## src/rtl/fft_frame_sequencer_if.sv

```systemverilog
// Signal bundle between the frame sequencer and its environment: sample input,
// FFT core in/out streams, peak-finder link and status flags.
interface fft_frame_sequencer_if;
  logic        sample_valid_in;
  logic [15:0] sample_in;
  logic [15:0] fft_in_data_out;
  logic        fft_in_valid_out;
  logic        fft_in_last_out;
  logic        fft_in_ready_in;
  logic [15:0] fft_out_data_in;
  logic        fft_out_valid_in;
  logic        fft_out_last_in;
  logic        pf_rst_out;
  logic        pf_valid_out;
  logic [15:0] pf_data_out;
  logic [11:0] peak_in;
  logic        peak_valid_in;
  logic [11:0] note_bin_out;
  logic        note_valid_out;
  logic        overrun_out;
  logic        timeout_out;

  // Sequencer side.
  modport slave (
    input  sample_valid_in, sample_in, fft_in_ready_in,
           fft_out_data_in, fft_out_valid_in, fft_out_last_in,
           peak_in, peak_valid_in,
    output fft_in_data_out, fft_in_valid_out, fft_in_last_out,
           pf_rst_out, pf_valid_out, pf_data_out,
           note_bin_out, note_valid_out, overrun_out, timeout_out
  );

  // Environment side.
  modport master (
    output sample_valid_in, sample_in, fft_in_ready_in,
           fft_out_data_in, fft_out_valid_in, fft_out_last_in,
           peak_in, peak_valid_in,
    input  fft_in_data_out, fft_in_valid_out, fft_in_last_out,
           pf_rst_out, pf_valid_out, pf_data_out,
           note_bin_out, note_valid_out, overrun_out, timeout_out
  );
endinterface

```

## src/rtl/fft_frame_sequencer.sv

```systemverilog
// Frame controller for the pitch path: fills FFT frames, forwards low search bins
// to the peak finder, and debounces returned peaks into a stable note bin.
module fft_frame_sequencer #(
  parameter int FFT_SIZE      = 1024,
  parameter int SEARCH_BINS   = 300,
  parameter int STABLE_FRAMES = 3,
  parameter int TIMEOUT       = 4096
) (
  input logic clk_in,
  input logic rst_in,
  fft_frame_sequencer_if.slave bus
);

  localparam int SCW = $clog2(FFT_SIZE);
  localparam int BCW = $clog2(FFT_SIZE);
  localparam int WCW = $clog2(TIMEOUT + 1);
  localparam int SW  = $clog2(STABLE_FRAMES + 1);

  localparam logic [SCW-1:0] LAST_SAMPLE = SCW'(FFT_SIZE - 1);
  localparam logic [BCW-1:0] BIN_LAST    = BCW'(SEARCH_BINS);
  localparam logic [BCW-1:0] BIN_SAT     = BCW'(SEARCH_BINS + 1);
  localparam logic [WCW-1:0] WAIT_LAST   = WCW'(TIMEOUT - 1);
  localparam logic [SW-1:0]  STABLE_MAX  = SW'(STABLE_FRAMES);

  typedef enum logic [1:0] {FILL, DRAIN, WAIT_PEAK} state_t;

  state_t         state, state_next;
  logic [SCW-1:0] sample_cnt;
  logic [BCW-1:0] bin_cnt;
  logic [WCW-1:0] wait_cnt;
  logic [SW-1:0]  stable_cnt, stable_next;
  logic [11:0]    prev_peak, prev_next, held_peak, captured;
  logic           peak_valid_q, edge_pending, reported;
  logic           accept, drop, rise, capture, expire, report;

  // NOTE: every signal written here gets a default first, so no path leaves it
  // unassigned and no latch is inferred.
  always_comb begin
    state_next = state;
    accept     = 1'b0;
    drop       = 1'b0;
    capture    = 1'b0;
    expire     = 1'b0;
    captured   = bus.peak_in;
    rise       = bus.peak_valid_in && !peak_valid_q;
    case (state)
      FILL: begin
        accept = bus.sample_valid_in && bus.fft_in_ready_in;
        drop   = bus.sample_valid_in && !bus.fft_in_ready_in;
        if (accept && sample_cnt == LAST_SAMPLE) state_next = DRAIN;
      end
      DRAIN: begin
        if (bus.fft_out_valid_in && bus.fft_out_last_in) state_next = WAIT_PEAK;
      end
      WAIT_PEAK: begin
        // An edge seen during DRAIN is consumed here before any live edge.
        capture = rise || edge_pending;
        if (edge_pending) captured = held_peak;
        expire = !capture && (wait_cnt == WAIT_LAST);
        if (capture || expire) state_next = FILL;
      end
      default: state_next = FILL;
    endcase
  end

  always_comb begin
    stable_next = stable_cnt;
    prev_next   = prev_peak;
    report      = 1'b0;
    if (capture) begin
      if (captured == '0) begin
        stable_next = '0;
      end else if (captured == prev_peak) begin
        stable_next = (stable_cnt == STABLE_MAX) ? stable_cnt : stable_cnt + 1'b1;
      end else begin
        stable_next = SW'(1);
        prev_next   = captured;
      end
      report = (captured != '0) && (stable_next == STABLE_MAX) &&
               (!reported || captured != bus.note_bin_out);
    end
  end

  // NOTE: sequential state uses non-blocking assignments so every register
  // samples pre-edge values regardless of statement order.
  always_ff @(posedge clk_in or posedge rst_in) begin
    if (rst_in) state <= FILL;
    else        state <= state_next;
  end

  always_ff @(posedge clk_in or posedge rst_in) begin
    if (rst_in) begin
      sample_cnt           <= '0;
      bin_cnt              <= '0;
      wait_cnt             <= '0;
      stable_cnt           <= '0;
      prev_peak            <= '0;
      held_peak            <= '0;
      peak_valid_q         <= 1'b0;
      edge_pending         <= 1'b0;
      reported             <= 1'b0;
      bus.fft_in_data_out  <= '0;
      bus.fft_in_valid_out <= 1'b0;
      bus.fft_in_last_out  <= 1'b0;
      bus.pf_rst_out       <= 1'b1;
      bus.pf_valid_out     <= 1'b0;
      bus.pf_data_out      <= '0;
      bus.note_bin_out     <= '0;
      bus.note_valid_out   <= 1'b0;
      bus.overrun_out      <= 1'b0;
      bus.timeout_out      <= 1'b0;
    end else begin
      peak_valid_q         <= bus.peak_valid_in;
      bus.fft_in_valid_out <= accept;
      bus.fft_in_last_out  <= accept && (sample_cnt == LAST_SAMPLE);
      if (accept) begin
        bus.fft_in_data_out <= bus.sample_in;
        sample_cnt          <= sample_cnt + 1'b1;
      end

      bus.pf_valid_out <= 1'b0;
      if (state == DRAIN && bus.fft_out_valid_in) begin
        if (bin_cnt <= BIN_LAST) begin
          bus.pf_valid_out <= 1'b1;
          bus.pf_data_out  <= bus.fft_out_data_in;
        end
        if (bus.fft_out_last_in)  bin_cnt <= '0;
        else if (bin_cnt != BIN_SAT) bin_cnt <= bin_cnt + 1'b1;
      end

      if (state == DRAIN && rise) begin
        edge_pending <= 1'b1;
        held_peak    <= bus.peak_in;
      end else if (capture) begin
        edge_pending <= 1'b0;
      end

      wait_cnt       <= (state == WAIT_PEAK) ? wait_cnt + 1'b1 : '0;
      bus.pf_rst_out <= capture || expire;

      stable_cnt         <= stable_next;
      prev_peak          <= prev_next;
      bus.note_valid_out <= report;
      if (report) begin
        bus.note_bin_out <= captured;
        reported         <= 1'b1;
      end

      if (drop)   bus.overrun_out <= 1'b1;
      if (expire) bus.timeout_out <= 1'b1;
    end
  end

endmodule

```

## src/flat_wrapper.sv

```systemverilog
// flat-port wrapper written by rule: the top's interface ports become plain ports
module fft_frame_sequencer_flat 
#(
  parameter int FFT_SIZE      = 1024,
  parameter int SEARCH_BINS   = 300,
  parameter int STABLE_FRAMES = 3,
  parameter int TIMEOUT       = 4096
)
  (clk_in, rst_in, bus_sample_valid_in, bus_sample_in, bus_fft_in_ready_in, bus_fft_out_data_in, bus_fft_out_valid_in, bus_fft_out_last_in, bus_peak_in, bus_peak_valid_in, bus_fft_in_data_out, bus_fft_in_valid_out, bus_fft_in_last_out, bus_pf_rst_out, bus_pf_valid_out, bus_pf_data_out, bus_note_bin_out, bus_note_valid_out, bus_overrun_out, bus_timeout_out);
  fft_frame_sequencer_if bus_i ();
  input logic clk_in;
  input logic rst_in;
  input wire logic [$bits(bus_i.sample_valid_in)-1:0] bus_sample_valid_in;
  input wire logic [$bits(bus_i.sample_in)-1:0] bus_sample_in;
  input wire logic [$bits(bus_i.fft_in_ready_in)-1:0] bus_fft_in_ready_in;
  input wire logic [$bits(bus_i.fft_out_data_in)-1:0] bus_fft_out_data_in;
  input wire logic [$bits(bus_i.fft_out_valid_in)-1:0] bus_fft_out_valid_in;
  input wire logic [$bits(bus_i.fft_out_last_in)-1:0] bus_fft_out_last_in;
  input wire logic [$bits(bus_i.peak_in)-1:0] bus_peak_in;
  input wire logic [$bits(bus_i.peak_valid_in)-1:0] bus_peak_valid_in;
  output wire logic [$bits(bus_i.fft_in_data_out)-1:0] bus_fft_in_data_out;
  output wire logic [$bits(bus_i.fft_in_valid_out)-1:0] bus_fft_in_valid_out;
  output wire logic [$bits(bus_i.fft_in_last_out)-1:0] bus_fft_in_last_out;
  output wire logic [$bits(bus_i.pf_rst_out)-1:0] bus_pf_rst_out;
  output wire logic [$bits(bus_i.pf_valid_out)-1:0] bus_pf_valid_out;
  output wire logic [$bits(bus_i.pf_data_out)-1:0] bus_pf_data_out;
  output wire logic [$bits(bus_i.note_bin_out)-1:0] bus_note_bin_out;
  output wire logic [$bits(bus_i.note_valid_out)-1:0] bus_note_valid_out;
  output wire logic [$bits(bus_i.overrun_out)-1:0] bus_overrun_out;
  output wire logic [$bits(bus_i.timeout_out)-1:0] bus_timeout_out;
  assign bus_i.sample_valid_in = bus_sample_valid_in;
  assign bus_i.sample_in = bus_sample_in;
  assign bus_i.fft_in_ready_in = bus_fft_in_ready_in;
  assign bus_i.fft_out_data_in = bus_fft_out_data_in;
  assign bus_i.fft_out_valid_in = bus_fft_out_valid_in;
  assign bus_i.fft_out_last_in = bus_fft_out_last_in;
  assign bus_i.peak_in = bus_peak_in;
  assign bus_i.peak_valid_in = bus_peak_valid_in;
  assign bus_fft_in_data_out = bus_i.fft_in_data_out;
  assign bus_fft_in_valid_out = bus_i.fft_in_valid_out;
  assign bus_fft_in_last_out = bus_i.fft_in_last_out;
  assign bus_pf_rst_out = bus_i.pf_rst_out;
  assign bus_pf_valid_out = bus_i.pf_valid_out;
  assign bus_pf_data_out = bus_i.pf_data_out;
  assign bus_note_bin_out = bus_i.note_bin_out;
  assign bus_note_valid_out = bus_i.note_valid_out;
  assign bus_overrun_out = bus_i.overrun_out;
  assign bus_timeout_out = bus_i.timeout_out;
  fft_frame_sequencer #(.FFT_SIZE(FFT_SIZE), .SEARCH_BINS(SEARCH_BINS), .STABLE_FRAMES(STABLE_FRAMES), .TIMEOUT(TIMEOUT)) u_core (.clk_in(clk_in), .rst_in(rst_in), .bus(bus_i));
endmodule
```

## config.mk

```make
export PLATFORM = sky130hd
export DESIGN_NAME = fft_frame_sequencer_flat
export DESIGN_NICKNAME = d
export VERILOG_FILES = /design/src/rtl/fft_frame_sequencer_if.sv /design/src/rtl/fft_frame_sequencer.sv /design/src/flat_wrapper.sv
export SDC_FILE = /design/constraint.sdc
export NUM_CORES = 1
export LEC_CHECK = 0
export ABC_AREA = 1
export BUFFER_PORTS_ARGS = -buffer_cell sky130_fd_sc_hd__buf_2
export CAP_MARGIN = 10
export CORE_ASPECT_RATIO = 0.7
export CORE_MARGIN = 2
export CORE_UTILIZATION = 50
export CTS_BUF_LIST = sky130_fd_sc_hd__clkbuf_8 sky130_fd_sc_hd__clkbuf_16
export DETAILED_ROUTE_END_ITERATION = 16
export PLACE_DENSITY = 0.73
export REMOVE_ABC_BUFFERS = 1
export SLEW_MARGIN = 20
export SYNTH_ARGS = -nofsm -noshare
export SYNTH_HDL_FRONTEND = slang
export SYNTH_SLANG_ARGS = --single-unit
```

## constraint.sdc

```tcl
create_clock -name clk_in -period 4.81 [get_ports clk_in]
set_clock_uncertainty 0.1 [all_clocks]
set_input_delay 0.962 -clock clk_in [delete_from_list [all_inputs] [get_ports clk_in]]
set_output_delay 0.962 -clock clk_in [all_outputs]
set_load 0.05 [all_outputs]
```

======== Yosys cells after proc, flatten, opt, wreduce, memory -nomap -nowiden ========
Index checks and enable logic that the tools add are counted.
operators by class
  multiply operators ...................... 0
  shift operators ......................... 0
  divide/modulo/power cells ............... 0
  bitwise gates (word level) .............. 2
  magnitude comparators ................... 1
  add/sub/neg operators ................... 4
  mux-type cells .......................... 22
  reductions and logical operators ........ 28
  equal/unequal tests ..................... 12
operators by type and width
  kind                   count
  $mux 12                2
  $add 10x1->10 const B  2
  $mux 10                2
  $mux 2                 7
  $add 13x1->13 const B  1
  $eq 13x12->1 const B   1
  $mux 13                1
  $eq 12x12->1           1
  $logic_not 12->1       1
  $ne 12x12->1           1
  $reduce_bool 12->1     1
  $logic_and 1x1->1      11
  $eq 10x10->1 const B   1
  $le 10x9->1 const B    1
  $ne 10x9->1 const B    1
  $mux 1                 9
  $eq 2x2->1 const B     3
  $ne 2x1->1 const B     3
  $pmux 2 s3             1
  $reduce_and 3->1       2
  $logic_not 1->1        4
  $logic_or 1x1->1       4
  $reduce_and 2->1       2
  $reduce_bool 2->1      2
  other kinds (4)        5
storage, ports and cells
  memories kept ........................... 0
  word-level logic and storage cells ...... 89
  bits in latches ......................... 0
  register bits ........................... 115
  input port bits ......................... 51
  bits in read-only memories .............. 0
  bits in writable memories ............... 0
  output and inout bits ................... 51

======== Depth between registers and ports, before layout ========
Gate-level depths: netlist of the first run.
  depth in word-level cells ............... 10
  gate-level depth with buffers ........... 17
  mapped depth without buffers ............ 15

======== Worst setup path after synthesis of the first run ========
No wires, ideal clock.
  kind .................................... input to register
  from .................................... input bus_peak_in[4]
  to ...................................... register u_core.bus.note_bin_out[1] (netlist bit)
  arrival ................................. 2.069 ns
  stages on the path ...................... 13
  setup time .............................. 0.120 ns
  buffers on the path ..................... 1
  required time ........................... 4.590 ns
  setup slack ............................. 2.521 ns
  path through ............................ inv_1 -> nand2_1 -> nand2_1 -> nand2_1 -> nor2_1 -> nand2_1 -> nor2_1 -> nor2_2 -> nand2_2 -> nand2_2 -> buf_2 -> nand3_1 -> nand2_1
on the way
  longest elaborated chain between the ends .. 10
  elaborated cells on any way between the ends .. 14
  classes of those cells .................. eq/ne: 3; mux: 6; reduce/logical: 5
RTL lines
  item                  line                          RTL
  from (decl)           flat_wrapper.sv:19            input wire logic [$bits(bus_i.peak_in)-1:0] bus_peak_in;
  $mux 12               fft_frame_sequencer.sv:58     if (edge_pending) captured = held_peak;
  $mux 12 *             fft_frame_sequencer.sv:46     case (state)
  $eq 12x12->1          fft_frame_sequencer.sv:73     end else if (captured == prev_peak) begin
  $mux 2                fft_frame_sequencer.sv:73
  $mux 2                fft_frame_sequencer.sv:71     if (captured == '0) begin
  $mux 2                fft_frame_sequencer.sv:70     if (capture) begin
  $eq 2x2->1            fft_frame_sequencer.sv:79     report = (captured != '0) && (stable_next == STABLE_MAX) &&
  $logic_and 1x1->1     fft_frame_sequencer.sv:79
  $logic_and 1x1->1 *   fft_frame_sequencer.sv:79
  $mux 1 *              fft_frame_sequencer.sv:70
  to (signal assigned)  fft_frame_sequencer.sv:145    bus.note_bin_out <= captured;
  to (decl)             fft_frame_sequencer_if.sv:30  note_bin_out, note_valid_out, overrun_out, timeout_out
Every way passes the cells marked *; elsewhere a longest branch is shown, timed or not. The select of a mux whose other input is x is not followed.
A chain may end at the register's enable or synchronous reset.

======== Final worst setup path of the first run ========
  from .................................... register u_core.state[1]
  to ...................................... register u_core.bus.note_bin_out[5] (netlist bit)
on the way
  longest elaborated chain between the ends .. 10
  elaborated cells on any way between the ends .. 15
  classes of those cells .................. eq/ne: 4; mux: 6; reduce/logical: 5
RTL lines
  item                             line                       RTL
  from (decl)                      fft_frame_sequencer.sv:27  state_t state, state_next;
  from (signal assigned)           fft_frame_sequencer.sv:88  else state <= state_next;
  $eq 2x2->1 *                     fft_frame_sequencer.sv:46
  $mux 12                          fft_frame_sequencer.sv:46
  $eq 12x12->1                     fft_frame_sequencer.sv:73
  $mux 2                           fft_frame_sequencer.sv:73
  $mux 2                           fft_frame_sequencer.sv:71
  $mux 2                           fft_frame_sequencer.sv:70
  $eq 2x2->1                       fft_frame_sequencer.sv:79
  $logic_and 1x1->1 (2 in series)  fft_frame_sequencer.sv:79
  $mux 1                           fft_frame_sequencer.sv:70
Marked as above.

==> metrics.txt, run 1 <==
Starting Density 51.0%; design area 6750 um2; GRT Total Usage 25.3%; most used cell, CP nand2_1; FF-to-FF setup slack 1.46 ns; worst-path cell chain inv_1 > nor2_2 > nand3_1 > nand2_1 > nand2_1 > nor2_1 > nand2_1 > nor2_1 > nor2_2 > nand2_2 > nand2_2 > nand2_4 > nand2_1 > nand2_1; Static Leakage 0.00370 uW; Vias 5001; CTS root buffer clkbuf_16; clock latency on the worst-skew pair 0.42 ns; CTS buffer count 17; Mapped Area 5590 um2; DPL Wire Length 9860 um; Cell Rows 32; Yosys reg bits 115; CP Class reg -> reg; outcome finished clean; share of cells above drive strength 1 18.7%; fmax 299 MHz; MaxCap Viol Count 0; WL final 13700 um; Routed Antenna Nets 0; number of buffers inserted by post-CTS setup repair 0; slew margin rel. 41.6%; H-tree Lvls 4; Non-Filler Instances 983; Area after DPL 6190 um2; area share of xor/xnor cells in the synthesized design 1.41%; post-synthesis cell type count 34; gr ovfl total 0; post-DR wirelength/cell 13.9 um; total number of yosys warnings 0; r2r worst-path depth 14; Avg Vias per Cell 5.09; worst reg2reg path startpoint u_core.state[1]; Avg Cell Area, Syn 7.81 um2; setup TNS 0 ns; nets 875; adder-cell share of the synthesized area 1.12%; I/O pin cnt 102; CTS tree built; CP Max Fanout 23; # setup viols final 0; Filler cells 952; critical hold path startpoint u_core.bus.timeout_out; largest incremental delay on the critical path 0.70 ns; worst hold endpoint u_core.bus.timeout_out; CTS Sinks 115; mux cell area share after synthesis 1.01%; # resized after CTS 0; Worst EP arrival 3.60 ns; largest family of logic cells by synthesized area simple AND/OR/NAND/NOR gates; Pwr Density 366 nW/um2; Final Hold Viols 0; Peak supply drop 0.238 mV; Fin Hold WS 0.353 ns; Clock Path Buffers 2; first-pass GRT wire length 23800 um; initial antenna violation count 0; actual slew at the worst max-slew pin 0.873 ns; FF-to-FF End u_core.bus.note_bin_out[5]; Simple-Gate Fraction of Synth Area 32.9%; Synth Area in Compound Gates 4.63%; Syn Inst Count 716; startpoint class of the critical path flop; worst endpoint required time 5.06 ns; drt pass-1 iters 5; DRC Markers 0; crit path capture type flop; largest net degree at the start of global routing 56; fin crit period 3.35 ns; vias in the first global route 4971; Slew Limit Fails 0; RSZ-0062 raised after global routing false; worst min path class reg -> reg; Die W 130 um; Worst-path clk slew 0.05 ns; slowest stage cell, crit path dfrtp_1; P&R area growth vs syn 20.7%; Total Die Area 12100 um2; # placed instances 953; period utilization 69.6%; Initial DRC Count 342; commonest non-fill, non-tap cell in the layout nand2_1; Hold Crit Depth 2; most frequent cells in the layout 275 x nand2_1, 114 x dfrtp_1, 101 x buf_2; DIE HEIGHT 92.5 um; routability cong. 0.888; hold_buf cts 0; Port Buffers 101; Seq/Total Area, Yosys 51.5%; n_diodes 0; CORE AREA 11000 um2
stage by stage:
stage | utilization (%) | setup slack, ns | power, uW
CTS | 61.5 | 1.53 | 2500
detailed placement | 56.4 | 1.56 | 1290
finish | 61.5 | 1.46 | 2470
floorplan | - | 0.706 | 1210
global route | 61.5 | 1.06 | 2580
global placement | 56.4 | 1.70 | 1280
layer usage:
layer	wire length (um)	vias to the layer above	share of wire (%)	global-route usage, %
met2	5890	194	43	37.3
met5	0	-	0	0
met1	6360	2314	47	34.8
li1	-	2462	-	-
met3	1170	31	8.6	8.67
met4	255	0	1.9	9.04
state kept, by name, indices dropped and copies added (netlist names), 2 cells and up:
signal / count
u_core.stable_cnt: 2
u_core.sample_cnt: 10
u_core.wait_cnt: 13
u_core.prev_peak: 12
u_core.bus.note_bin_out: 12
u_core.state: 2
u_core.bus.fft_in_data_out: 16
u_core.bus.pf_data_out: 16
u_core.bin_cnt: 10
u_core.held_peak: 12
cells in the mapped netlist (all sizes together):
cell type	number	area share, %
ha	5	1.1
mux2	5	1.0
clkinv	1	0.067
inv	80	5.4
nand4	16	1.8
o21ai	30	2.7
buf	12	1.6
a31oi	1	0.11
nor4	2	0.22
dfrtp	114	51
nor2	57	4.0
o21a	2	0.27
nand2	283	19
a31o	1	0.16
xor2	4	0.63
a221oi	1	0.16
a21oi	14	1.3
clkbuf	7	0.47
nor3	5	0.45
or2	2	0.22
nand3	59	5.5
nor3b	1	0.13
dfstp	1	0.47
nand3b	7	0.94
xnor2	5	0.78
and3	1	0.11
worst max path at each step:
stage	from	endpoint	slack, ns	cells past startpoint
floorplan	rst_in	u_core.bin_cnt[0]	0.71	1
global placement	u_core.state[1]	u_core.reported	1.70	13
detailed placement	u_core.state[1]	u_core.bus.note_bin_out[5]	1.56	14
CTS	u_core.state[1]	u_core.bus.note_bin_out[5]	1.53	14
global route	u_core.state[1]	u_core.bus.note_bin_out[5]	1.06	14
finish	u_core.state[1]	u_core.bus.note_bin_out[5]	1.46	14
area by class of cell:
type,instances,area [um2],area share (%)
tap,153,191,2.84
inverter,81,307,4.54
multi-input combinational,501,2290,34.0
sequential,115,2880,42.7
clock buffer,18,439,6.51
timing repair buffer,103,520,7.71
clock inverter,12,119,1.76
where the power goes:
group | internal (uW) | switching, uW | leakage (uW)
clock network | 761 | 442 | 0.000276
logic | 68.5 | 159 | 0.00194
registers | 1010 | 30.6 | 0.00149
worst max-delay path: cells and delay by family, from the launching register on:
| kind | cells | cell delay [ns] |
|---|---|---|
| buf+inv | 1 | 0.11 |
| flops | 1 | 0.70 |
| simple gates | 13 | 2.39 |
cells by family after synthesis:
logic type	Yosys count
multiplexers	5
adder cells (fa/ha/maj)	5
AO/OA/AOI/OAI	49
XOR/XNOR	9
buffers and inverters	100
flip-flops	115
AND/OR/NAND/NOR	433
Note: power is estimated with default switching activity, not from simulation.
==> inputs of run 2 (changes only) <==
ABC_AREA = 0   (was 1)
clock period = 3.1 ns   (was 4.81 ns; I/O delays follow)
==> run 2 against run 1 <==
  * Final area rose by 1.8%
  * Sequential share of layout area decreased by 0.74 points
  * Final cell count decreased by 23%
  * Critical endpoint is now u_core.prev_peak[0]
  * Synthesized area decreased by 2.8%
  * First-iteration DRC count decreased by 8.5%
  * Power increased by 150%
  * Register-to-register slack worse by 1.4 ns
==> metrics.txt, run 2 <==
gr ovfl total 0 (unchanged); # setup viols final 0 (unchanged); clock share of power 33.7% (-15 points); Pwr Density 896 nW/um2 (+140%); Avg Cell Area, Syn 11.3 um2 (+45%); Filler cells 804 (-16%); biggest regs u_core.bus.fft_in_data_out (16), u_core.bus.pf_data_out (16), u_core.wait_cnt (13); drt pass-1 iters 6 (+1); largest cells by area after synthesis dfrtp_1 52%, mux2_2 11%, o21ai_0 3.5%; Mapped Area 5440 um2 (-2.8%); worst reg2reg path startpoint u_core.state[0]; Cell Rows 31 (-3.1%); Setup WS pre-CTS 0.0104 ns (-1.55 ns); H-tree Lvls 4 (unchanged); Worst EP arrival 3.18 ns (-0.42 ns); Starting Density 51.9% (+0.93 points); CTS Sinks 115 (unchanged); CP Max Fanout 9 (-61%); post-synthesis cell type count 57 (+68%); DPL Wire Length 9540 um (-3.2%); Port Buffers 101 (unchanged); Peak supply drop 0.529 mV (+120%); actual slew at the worst max-slew pin 0.727 ns (-0.147 ns); crit path capture type flop; n_diodes 0 (unchanged); Pwr Total 6160 uW (+150%); CTS root buffer clkbuf_16; commonest cells in the netlist 114 x dfrtp_1, 54 x mux2_2, 42 x nand2_1, 38 x o21ai_0, 23 x inv_1; DIE HEIGHT 91.2 um (-1.3%); RSZ-0062 raised after global routing false; Vias 4303 (-14%); vias in the first global route 4236 (-15%); period utilization 96.7% (+27 points); combinational share of power 29.4% (+20 points); CTS tree built; Total Die Area 11700 um2 (-2.7%); worst min path class in -> async; post-DR wirelength/cell 17.8 um (+28%); Clock Path Buffers 2 (unchanged); GRT Total Usage 24.1% (-1.1 points); Setup WS post-layout 0.102 ns (-1.36 ns); share of cells above drive strength 1 37.3% (+19 points); slew margin rel. 51.6% (+9.9 points); Routed Antenna Nets 0 (unchanged); share of power burned in registers 36.9% (-5.2 points); hold_buf cts 0 (unchanged); worst endpoint required time 3.29 ns (-1.77 ns); area leader, netlist dfrtp_1; Slew Limit Fails 0 (unchanged); CP Capture Point u_core.prev_peak[0]; CORE AREA 10500 um2 (-4.5%); P&R area growth vs syn 26.4%; Die W 129 um (-1.4%); Static Leakage 0.00326 uW (-12%); outcome finished clean; largest net degree at the start of global routing 58 (+3.6%); Seq/Total Area, Yosys 53.0% (+1.5 points); most common cell in the netlist dfrtp_1; CTS buffer count 17 (unchanged); Post-synth EDFFs 0 (unchanged); nets 665 (-24%); clock latency on the worst-skew pair 0.41 ns (about the same); CP Class reg -> reg; post-synthesis async set-or-reset flop share 100% (unchanged); Psw 2220 uW (+250%); Int Pwr 3930 uW (+110%); Worst-path clk slew 0.06 ns (about the same); critical path launch point u_core.state[0]; I/O pin cnt 102 (unchanged); startpoint class of the critical path flop; FF-to-FF setup slack 0.10 ns (-1.36 ns); commonest non-fill, non-tap cell in the layout dfrtp_1; MaxCap Viol Count 0 (unchanged); Avg Vias per Cell 5.71 (+12%); Non-Filler Instances 754 (-23%); Final Hold Viols 0 (unchanged); initial antenna violation count 0 (unchanged); WL final 13400 um (-1.7%); Syn Inst Count 480 (-33%); Switching Fraction 36.1% (+11 points); fin crit period 3.00 ns (-0.352 ns); Initial DRC Count 313 (-8.5%); r2r worst-path depth 9 (-5); Main synth FF type dfrtp_1; # placed instances 717 (-25%); DRC Markers 0 (unchanged); routability cong. 0.995 (+12%); most frequent cells in the layout 113 x dfrtp_1, 101 x buf_2, 54 x mux2_2; total number of yosys warnings 0 (unchanged); share of the synthesized area in the top cell type 52.5% (+1.5 points); FF-to-FF End u_core.prev_peak[0]; first-pass GRT wire length 21700 um (-8.8%); Yosys reg bits 115 (unchanged); Fin Hold WS 0.230 ns (-0.124 ns); fmax 334 MHz (+12%)
==> run 2: cell count changes in the layout (fill, tap and decap cells not counted), sizes merged, moves of 4 or more <==
cell	previous run	this run
nand2	283	42
inv	82	24
mux2	5	60
nand3	59	12
nor2	57	20
buf	103	124
xnor2	5	18
mux2i	0	10
xor2	4	14
o21ai	30	38
or3	0	7
nand2b	0	6
nand4	16	11
nand3b	7	3
==> run 2: worst min path at each step <==
stage | startpoint | end | slack [ns] | cells after the start
finish | rst_in | u_core.bus.fft_in_data_out[9] | 0.23 | 2
global route | bus_peak_valid_in | u_core.peak_valid_q | 0.28 | 1
CTS | rst_in | u_core.bus.fft_in_data_out[9] | 0.26 | 2
detailed placement | u_core.wait_cnt[0] | u_core.wait_cnt[0] | 0.36 | 1
global placement | u_core.wait_cnt[0] | u_core.wait_cnt[0] | 0.35 | 1
floorplan | u_core.wait_cnt[0] | u_core.wait_cnt[0] | 0.33 | 1
==> run 2: critical path, cell delays in order (launching register included) <==
cell	delay (ns)
dfrtp_1	0.35
buf_4	0.17
and3b_1	0.20
a221o_1	0.25
a221oi_1	0.30
o211ai_1	0.16
or4_1	0.59
buf_4	0.18
and2_2	0.27
mux2_2	0.30
==> run 2: cell families after synthesis <==
kind of cell | share of synthesized area, %
multiplexers | 14.7
XOR/XNOR | 5.16
AND/OR/NAND/NOR | 13.2
flip-flops | 53.0
AO/OA/AOI/OAI | 9.74
adder cells (fa/ha/maj) | 1.15
buffers and inverters | 3.06
==> run 2: layout make-up <==
| class | instances | area, um2 | area share (%) |
|---|---|---|---|
| Clock buffer | 19 | 453 | 6.59 |
| Clock inverter | 13 | 181 | 2.64 |
| Inverter | 23 | 88.8 | 1.29 |
| Multi-Input combinational cell | 328 | 2410 | 35.1 |
| Sequential cell | 115 | 2880 | 41.9 |
| Tap cell | 132 | 165 | 2.40 |
| Timing Repair Buffer | 124 | 691 | 10.1 |
==> run 2: power by group through the flow <==
stage          logic (uW)  clock network (uW)  registers (uW)
3_3_place_gp         1760                   0            2260
2_1_floorplan         705                   0            2800
3_5_place_dp         1800                   0            2270
6_report             1810                2070            2270
4_1_cts              1800                2110            2260
5_1_grt              1920                2180            2330
==> run 2: metrics by stage <==
step           TNS, ns  util (%)  area, um2
5_1_grt              0      65.6       6870
6_report             0      65.6       6870
4_1_cts              0      65.2       6830
2_1_floorplan   -75.51         -       5360
3_3_place_gp         0      59.1       6190
3_5_place_dp         0      59.1       6190
==> run 2: metal layers <==
metal	global-route usage, %	part of all wire, %
met4	8.51	1.1
met2	34.8	46
met1	34.7	45
met5	0	0
met3	7.13	7.6
==> run 2: what timing repair did <==
action	CTS	global route
setup endpoints to repair	0	14
buffers inserted	0	5
gates resized for setup	0	3
